`config.mk`:
```
export PLATFORM = sky130hd
export DESIGN_NAME = forward_hazard_unit
export DESIGN_NICKNAME = d
export VERILOG_FILES = /design/src/rtl/forward_hazard_unit_pkg.sv /design/src/rtl/fwd_tag_match.sv /design/src/rtl/forward_hazard_unit.sv
export SDC_FILE = /design/constraint.sdc
export NUM_CORES = 1
export LEC_CHECK = 0
export CORE_ASPECT_RATIO = 1.5
export CORE_MARGIN = 2
export CORE_UTILIZATION = 35
export DETAILED_ROUTE_END_ITERATION = 7
export MAX_ROUTING_LAYER = met4
export PLACE_DENSITY = 0.71
export SKIP_LAST_GASP = 1
export SLEW_MARGIN = 40
export SYNTH_ARGS = -nofsm -noshare
export SYNTH_HDL_FRONTEND = slang
export SYNTH_HIERARCHICAL = 1
export SYNTH_SLANG_ARGS = --single-unit
```
`constraint.sdc`:
```
create_clock -name clk -period 2.3 [get_ports clk]
set_input_delay 0.345 -clock clk [delete_from_list [all_inputs] [get_ports clk]]
set_output_delay 0.345 -clock clk [all_outputs]
set_load 0.05 [all_outputs]
```
`src/rtl/forward_hazard_unit_pkg.sv`:
```
// Shared encodings and shadow-entry type for the EX-stage forwarding / hazard unit.
package forward_hazard_unit_pkg;

    localparam int unsigned TAG_W = 6;
    localparam logic [TAG_W-1:0] TAG_X0 = 6'b0_00000;

    typedef enum logic [1:0] {
        FWD_RF  = 2'd0,
        FWD_WB  = 2'd1,
        FWD_MEM = 2'd2
    } fwdSel_e;

    typedef enum logic {
        StIdle = 1'b0,
        StBusy = 1'b1
    } fsmState_e;

    typedef struct packed {
        logic             valid;
        logic             regWrite;
        logic             memRead;
        logic [TAG_W-1:0] tag;
    } shadowEntry_t;

    // An entry is a forwarding candidate only if it is live and writes a register.
    function automatic logic canForward(input shadowEntry_t e);
        return e.valid & e.regWrite;
    endfunction

endpackage

```
`src/rtl/fwd_tag_match.sv`:
```
// Compares one ID source tag against the EX and MEM shadow tags and picks the
// forwarding source it will need one cycle later; x0 never matches.
module fwd_tag_match
    import forward_hazard_unit_pkg::*;
(
    input  logic [TAG_W-1:0] srcTag,
    input  logic             srcUsed,
    input  logic             exValid,
    input  logic [TAG_W-1:0] exTag,
    input  logic             memValid,
    input  logic [TAG_W-1:0] memTag,
    output fwdSel_e          sel
);

    always_comb begin
        sel = FWD_RF;
        if (srcUsed && (srcTag != TAG_X0)) begin
            // The EX producer is the newer one, so it wins over MEM.
            if (exValid && (exTag == srcTag)) begin
                sel = FWD_MEM;
            end else if (memValid && (memTag == srcTag)) begin
                sel = FWD_WB;
            end
        end
    end

endmodule

```
`src/rtl/forward_hazard_unit.sv`:
```
// EX operand-forwarding selects plus load-use and multi-cycle FPU stall control,
// driven from a private shadow of the EX/MEM/WB destination tags.
module forward_hazard_unit
    import forward_hazard_unit_pkg::*;
#(
    parameter int unsigned FPU_LAT = 8,
    parameter int unsigned CNT_W   = 4
) (
    input  logic             clk,
    input  logic             reset,
    input  logic             ID_valid,
    input  logic [TAG_W-1:0] ID_rs1,
    input  logic [TAG_W-1:0] ID_rs2,
    input  logic [TAG_W-1:0] ID_rs3,
    input  logic             ID_rs1Used,
    input  logic             ID_rs2Used,
    input  logic             ID_rs3Used,
    input  logic [TAG_W-1:0] ID_rd,
    input  logic             ID_regWrite,
    input  logic             ID_memRead,
    input  logic             ID_multicycle,
    input  logic             flush,
    output logic [1:0]       forwardA,
    output logic [1:0]       forwardB,
    output logic [1:0]       forwardC,
    output logic             stallID,
    output logic             bubbleEX,
    output logic             exHold
);

    fsmState_e    stateQ, stateD;
    logic [CNT_W-1:0] cntQ, cntD;

    shadowEntry_t exTagQ, memTagQ, wbTagQ;
    shadowEntry_t idEntry;
    fwdSel_e      selA, selB, selC;
    fwdSel_e      fwdAQ, fwdBQ, fwdCQ;

    logic idLive;
    logic busy;
    logic loadUse;
    logic unusedWb;

    assign idLive = ID_valid & ~flush;
    assign busy   = (stateQ == StBusy);

    always_comb begin
        idEntry = '0;
        if (idLive) begin
            idEntry.valid    = 1'b1;
            idEntry.regWrite = ID_regWrite;
            idEntry.memRead  = ID_memRead;
            idEntry.tag      = ID_rd;
        end
    end

    fwd_tag_match uMatchA (
        .srcTag  (ID_rs1),
        .srcUsed (ID_rs1Used & idLive),
        .exValid (canForward(exTagQ)),
        .exTag   (exTagQ.tag),
        .memValid(canForward(memTagQ)),
        .memTag  (memTagQ.tag),
        .sel     (selA)
    );

    fwd_tag_match uMatchB (
        .srcTag  (ID_rs2),
        .srcUsed (ID_rs2Used & idLive),
        .exValid (canForward(exTagQ)),
        .exTag   (exTagQ.tag),
        .memValid(canForward(memTagQ)),
        .memTag  (memTagQ.tag),
        .sel     (selB)
    );

    fwd_tag_match uMatchC (
        .srcTag  (ID_rs3),
        .srcUsed (ID_rs3Used & idLive),
        .exValid (canForward(exTagQ)),
        .exTag   (exTagQ.tag),
        .memValid(canForward(memTagQ)),
        .memTag  (memTagQ.tag),
        .sel     (selC)
    );

    // A MEM-select against a load in EX means the data is not ready yet.
    assign loadUse = exTagQ.memRead &
                     ((selA == FWD_MEM) | (selB == FWD_MEM) | (selC == FWD_MEM));

    always_ff @(posedge clk or posedge reset) begin
        if (reset) begin
            stateQ <= StIdle;
            cntQ   <= '0;
        end else begin
            stateQ <= stateD;
            cntQ   <= cntD;
        end
    end

    always_comb begin
        stateD = stateQ;
        cntD   = cntQ;
        unique case (stateQ)
            StIdle: begin
                if (!loadUse && idLive && ID_multicycle) begin
                    stateD = StBusy;
                    cntD   = CNT_W'(FPU_LAT - 2);
                end
            end
            StBusy: begin
                if (cntQ == '0) begin
                    stateD = StIdle;
                end else begin
                    cntD = cntQ - CNT_W'(1);
                end
            end
            default: begin
                stateD = StIdle;
                cntD   = '0;
            end
        endcase
    end

    always_comb begin
        exHold   = busy;
        stallID  = busy | loadUse;
        bubbleEX = ~busy & loadUse;
    end

    always_ff @(posedge clk or posedge reset) begin
        if (reset) begin
            exTagQ  <= '0;
            memTagQ <= '0;
            wbTagQ  <= '0;
            fwdAQ   <= FWD_RF;
            fwdBQ   <= FWD_RF;
            fwdCQ   <= FWD_RF;
        end else if (busy) begin
            // EX and its selects freeze; MEM sees a bubble while WB drains.
            memTagQ <= '0;
            wbTagQ  <= memTagQ;
        end else if (loadUse) begin
            exTagQ  <= '0;
            memTagQ <= exTagQ;
            wbTagQ  <= memTagQ;
            fwdAQ   <= FWD_RF;
            fwdBQ   <= FWD_RF;
            fwdCQ   <= FWD_RF;
        end else begin
            exTagQ  <= idEntry;
            memTagQ <= exTagQ;
            wbTagQ  <= memTagQ;
            fwdAQ   <= selA;
            fwdBQ   <= selB;
            fwdCQ   <= selC;
        end
    end

    // WB needs no forwarding (write-through register file); kept for pipeline visibility.
    assign unusedWb = ^wbTagQ;

    assign forwardA = fwdAQ;
    assign forwardB = fwdBQ;
    assign forwardC = fwdCQ;

endmodule

```
==> flow_metrics.env <==
export IMPL_critPathMaxStageDelay_ps=480
export IMPL_failed_checks="negative setup slack"
export IMPL_ys_seq_elements=28
export IMPL_multiInputGateArea_um2=1210
export IMPL_register_area_share_after_synthesis_pct=42.2
export IMPL_netSwitchingPower_uw=814
export IMPL_vias_after_detailed_routing=1571
export IMPL_maximum_root_to_sink_buffer_count=2
export IMPL_detailedRoute_firstPassIterationCount=4
export IMPL_area_growth_pct=78.6
export IMPL_drt_iter0_drc=30
export IMPL_gpl_final_weighted_congestion=0.813
export IMPL_p_int_uw=1410
export IMPL_power_frac_comb_pct=47.0
export IMPL_min_period_ps=2570
export IMPL_grt_start_max_net_pins=29
export IMPL_fp_row_count=30
export IMPL_power_switching_fraction_pct=36.6
export IMPL_power_static_leakage_uw=0.00122
export IMPL_chip_height_um=88.4
export IMPL_synthMostInstantiatedCell="sky130_fd_sc_hd__xnor2_1"
export IMPL_worstPathArrival_ps=2230
export IMPL_setup_worst_path_end_class="output port"
export IMPL_maxClockFrequency_mhz=389
export IMPL_vias_per_cell=5.00
export IMPL_final_layout_size_suffix_gt1_share_pct=43.2
export IMPL_setup_violations_final=15
export IMPL_post_route_util_pct=65.3
export IMPL_syn_area_um2=1660
export IMPL_dieWidth_um=60.2
export IMPL_clock_skew_ps=15.2
export IMPL_postSynthNetCount=192
export IMPL_sequential_cell_area_um2=709
export IMPL_synthDistinctLibCells=33
export IMPL_critPathLaunchType="register"
export IMPL_maximum_capacitance_violations=0
export IMPL_power_clock_fraction_pct=17.6
export IMPL_rsz0062_at_grt="yes"
export IMPL_synth_main_ff_cell="sky130_fd_sc_hd__dfrtp_1"
export IMPL_synth_largest_area_cell="sky130_fd_sc_hd__dfrtp_1"
export IMPL_cell_types_with_the_largest_area_share_after_synthesis="sky130_fd_sc_hd__dfrtp_1 (42%), sky130_fd_sc_hd__xnor2_1 (18%), sky130_fd_sc_hd__a22o_1 (6.9%)"
export IMPL_report_final_hold_viol_count=0
export IMPL_synth_xor_area_share_pct=19.5
export IMPL_crit_slowest_cell="sky130_fd_sc_hd__dfrtp_2"
export IMPL_dp_hpwl_mm=3.26
export IMPL_power_per_cell_area_nw_per_um2=749
export IMPL_detailed_route_wire_length_per_cell_um=15.7
export IMPL_final_hold_worst_slack_ps=403
export IMPL_cts_htree_levels=1
export IMPL_synth_avg_cell_area_um2=10.6
export IMPL_cts_sinks=28
export IMPL_maxSlewViolCount=0
export IMPL_cts_tree="yes"
export IMPL_fillers=360
export IMPL_path_cells="buf_4, xnor2_1, nand2_1, nor3_2, nor4_4, nand2b_4, a311oi_4, buf_12"
export IMPL_synth_top_cells_by_count="sky130_fd_sc_hd__xnor2_1 (34), sky130_fd_sc_hd__dfrtp_1 (28), sky130_fd_sc_hd__a22o_1 (13)"
export IMPL_cts_made_buffers=3
export IMPL_dominant_combinational_cell_family_by_area_after_synthesis="simple AND/OR/NAND/NOR gates"
export IMPL_core_area_um2=4540
export IMPL_synth_simple_gate_area_share_pct=19.5
export IMPL_drt_total_wl_mm=4.94
export IMPL_relSlewSlack_pct=62.6
export IMPL_antenna_found_initial=0
export IMPL_portBuffers=42
export IMPL_cts_hold_buffers_added=0
export IMPL_root_cell_of_the_clock_tree="sky130_fd_sc_hd__clkbuf_8"
export IMPL_synthesis_instances=156
export IMPL_grt_pass1_vias=1620
export IMPL_seqPwrFrac_pct=35.3
export IMPL_critical_path_max_fanout=5
export IMPL_grt_util_all_layers_pct=19.4
export IMPL_power_ir_vdd_worst_mv=0.661
export IMPL_grt_remaining_overflow=0
export IMPL_worst_slew_pin_slew_ps=560
export IMPL_clk_latency_ps=290
export IMPL_min_delay_path_class="primary input to asynchronous set/reset pin"
export IMPL_antenna_cells_inserted=0
export IMPL_synthesized_area_fraction_occupied_by_adder_cells_pct=1.51
export IMPL_synthDominantCellAreaShare_pct=42.2
export IMPL_final_net_count=287
export IMPL_criticalPathCategory="register to output port"
export IMPL_detailedPlace_worstSlack_ps=-598
export IMPL_synth_compound_area_share_pct=14.2
export IMPL_count_of_flip_flops_with_a_built_in_enable_after_synthesis=0
export IMPL_status="finished, violations left"
export IMPL_antenna_violating_nets_post_route=0
export IMPL_finalCritPeriodShare_pct=112
export IMPL_synthMuxAreaShare_pct=0.603
export IMPL_path_clk_slew_ps=100
export IMPL_total_die_area_um2=5320
export IMPL_timing_critical_path_required_ps=1960
export IMPL_setup_ws_ps=-273
export IMPL_async_flop_share_pct=100
export IMPL_global_route_wire_length_before_repair_mm=7.41
export IMPL_design_portCount=43
export IMPL_synth_warnings=6
export IMPL_drc=0
export IMPL_initial_utilization_pct=36.6
[power by group through the flow]
stage	registers, uW	logic, uW	clock network, uW
4_1_cts	769	984	393
2_1_floorplan	747	534	0
6_report	784	1040	391
5_1_grt	800	1120	430
3_3_place_gp	762	857	0
3_5_place_dp	769	880	0
[state kept, by name (all words and copies together) (netlist names)]
signal    count
forwardB      2
exHold        1
forwardA      2
exTagQ        9
memTagQ       8
forwardC      2
cntQ          4
[cells in the final DEF (no fill, tap or decap), types with 4 or more instances in the layout]
| master | Yosys | final |
|---|---|---|
| sky130_fd_sc_hd__nand4_1 | 6 | 6 |
| sky130_fd_sc_hd__dfrtp_1 | 28 | 21 |
| sky130_fd_sc_hd__xnor2_1 | 34 | 29 |
| sky130_fd_sc_hd__nor2b_1 | 9 | 8 |
| sky130_fd_sc_hd__a22o_1 | 13 | 13 |
| sky130_fd_sc_hd__nand2_1 | 6 | 5 |
| sky130_fd_sc_hd__inv_1 | 5 | 4 |
| sky130_fd_sc_hd__dlygate4sd2_1 | 0 | 12 |
| sky130_fd_sc_hd__buf_6 | 0 | 8 |
| sky130_fd_sc_hd__buf_12 | 0 | 4 |
| sky130_fd_sc_hd__dfrtp_2 | 0 | 7 |
| sky130_fd_sc_hd__xnor2_2 | 0 | 5 |
| sky130_fd_sc_hd__buf_4 | 1 | 43 |
| sky130_fd_sc_hd__clkdlybuf4s50_1 | 0 | 21 |
| sky130_fd_sc_hd__nor4_4 | 0 | 6 |
[path summary, 6_finish.rpt]
check | slack, ps | cells past startpoint | from | end
max in group asynchronous | 1590 | 3 | reset | exTagQ[3]
max reg2reg | -120 | 12 | exTagQ[5] | exTagQ[1]
min reg2reg | 520 | 1 | forwardB[1] | forwardB[1]
min in group clk | 520 | 1 | forwardB[1] | forwardB[1]
min | 400 | 3 | reset | cntQ[3]
max | -270 | 8 | exTagQ[5] | bubbleEX
[critical path: cells and delay by family (launching register included)]
| family | cells | cell delay, ps |
|---|---|---|
| buffers and inverters | 2 | 340 |
| flip-flops | 1 | 480 |
| AND/OR/NAND/NOR | 4 | 650 |
| XOR/XNOR | 1 | 130 |
| AO/OA/AOI/OAI | 1 | 320 |
[timing repair]
item | CTS | global route
endpoints found under the setup margin | 22 | 17
pin swaps | 28 | 18
gates cloned | 1 | 0
buffers inserted | 11 | 5
resized for setup | 71 | 18
[routing by layer]
layer,track usage (%),vias up,wire length (um)
li1,-,746,-
met4,7.88,0,94
met1,21.2,776,1830
met2,34.5,39,2870
met5,-,-,0
met3,2.63,10,140
[stage by stage]
stage / TNS [ps] / total power [uW] / instance area, um^2 / instances
5_1_grt: -3130 / 2350 / 2970 / 314
4_1_cts: -2560 / 2150 / 2860 / 311
2_1_floorplan: -44.0 / 1280 / 1690 / 156
3_5_place_dp: -10810 / 1650 / 2490 / 295
6_report: -1680 / 2220 / 2970 / 314
3_3_place_gp: -10130 / 1620 / 2490 / 295
[kinds of logic (layout without fill, tap and decap cells)]
family | count (synthesis) | after routing
buffers and inverters | 9 | 103
AO/OA/AOI/OAI | 27 | 27
flip-flops | 28 | 28
multiplexers | 1 | 1
adder cells (fa/ha/maj) | 2 | 2
XOR/XNOR | 37 | 37
AND/OR/NAND/NOR | 52 | 52
[cell type report]
class	count	area share [%]
Sequential cell	28	23.9
Timing Repair Buffer	94	29.5
Multi-Input combinational cell	119	40.9
Inverter	5	0.633
Tap cell	64	2.70
Clock inverter	1	1.01
Clock buffer	3	1.39
(Power assumes the default switching activity.)
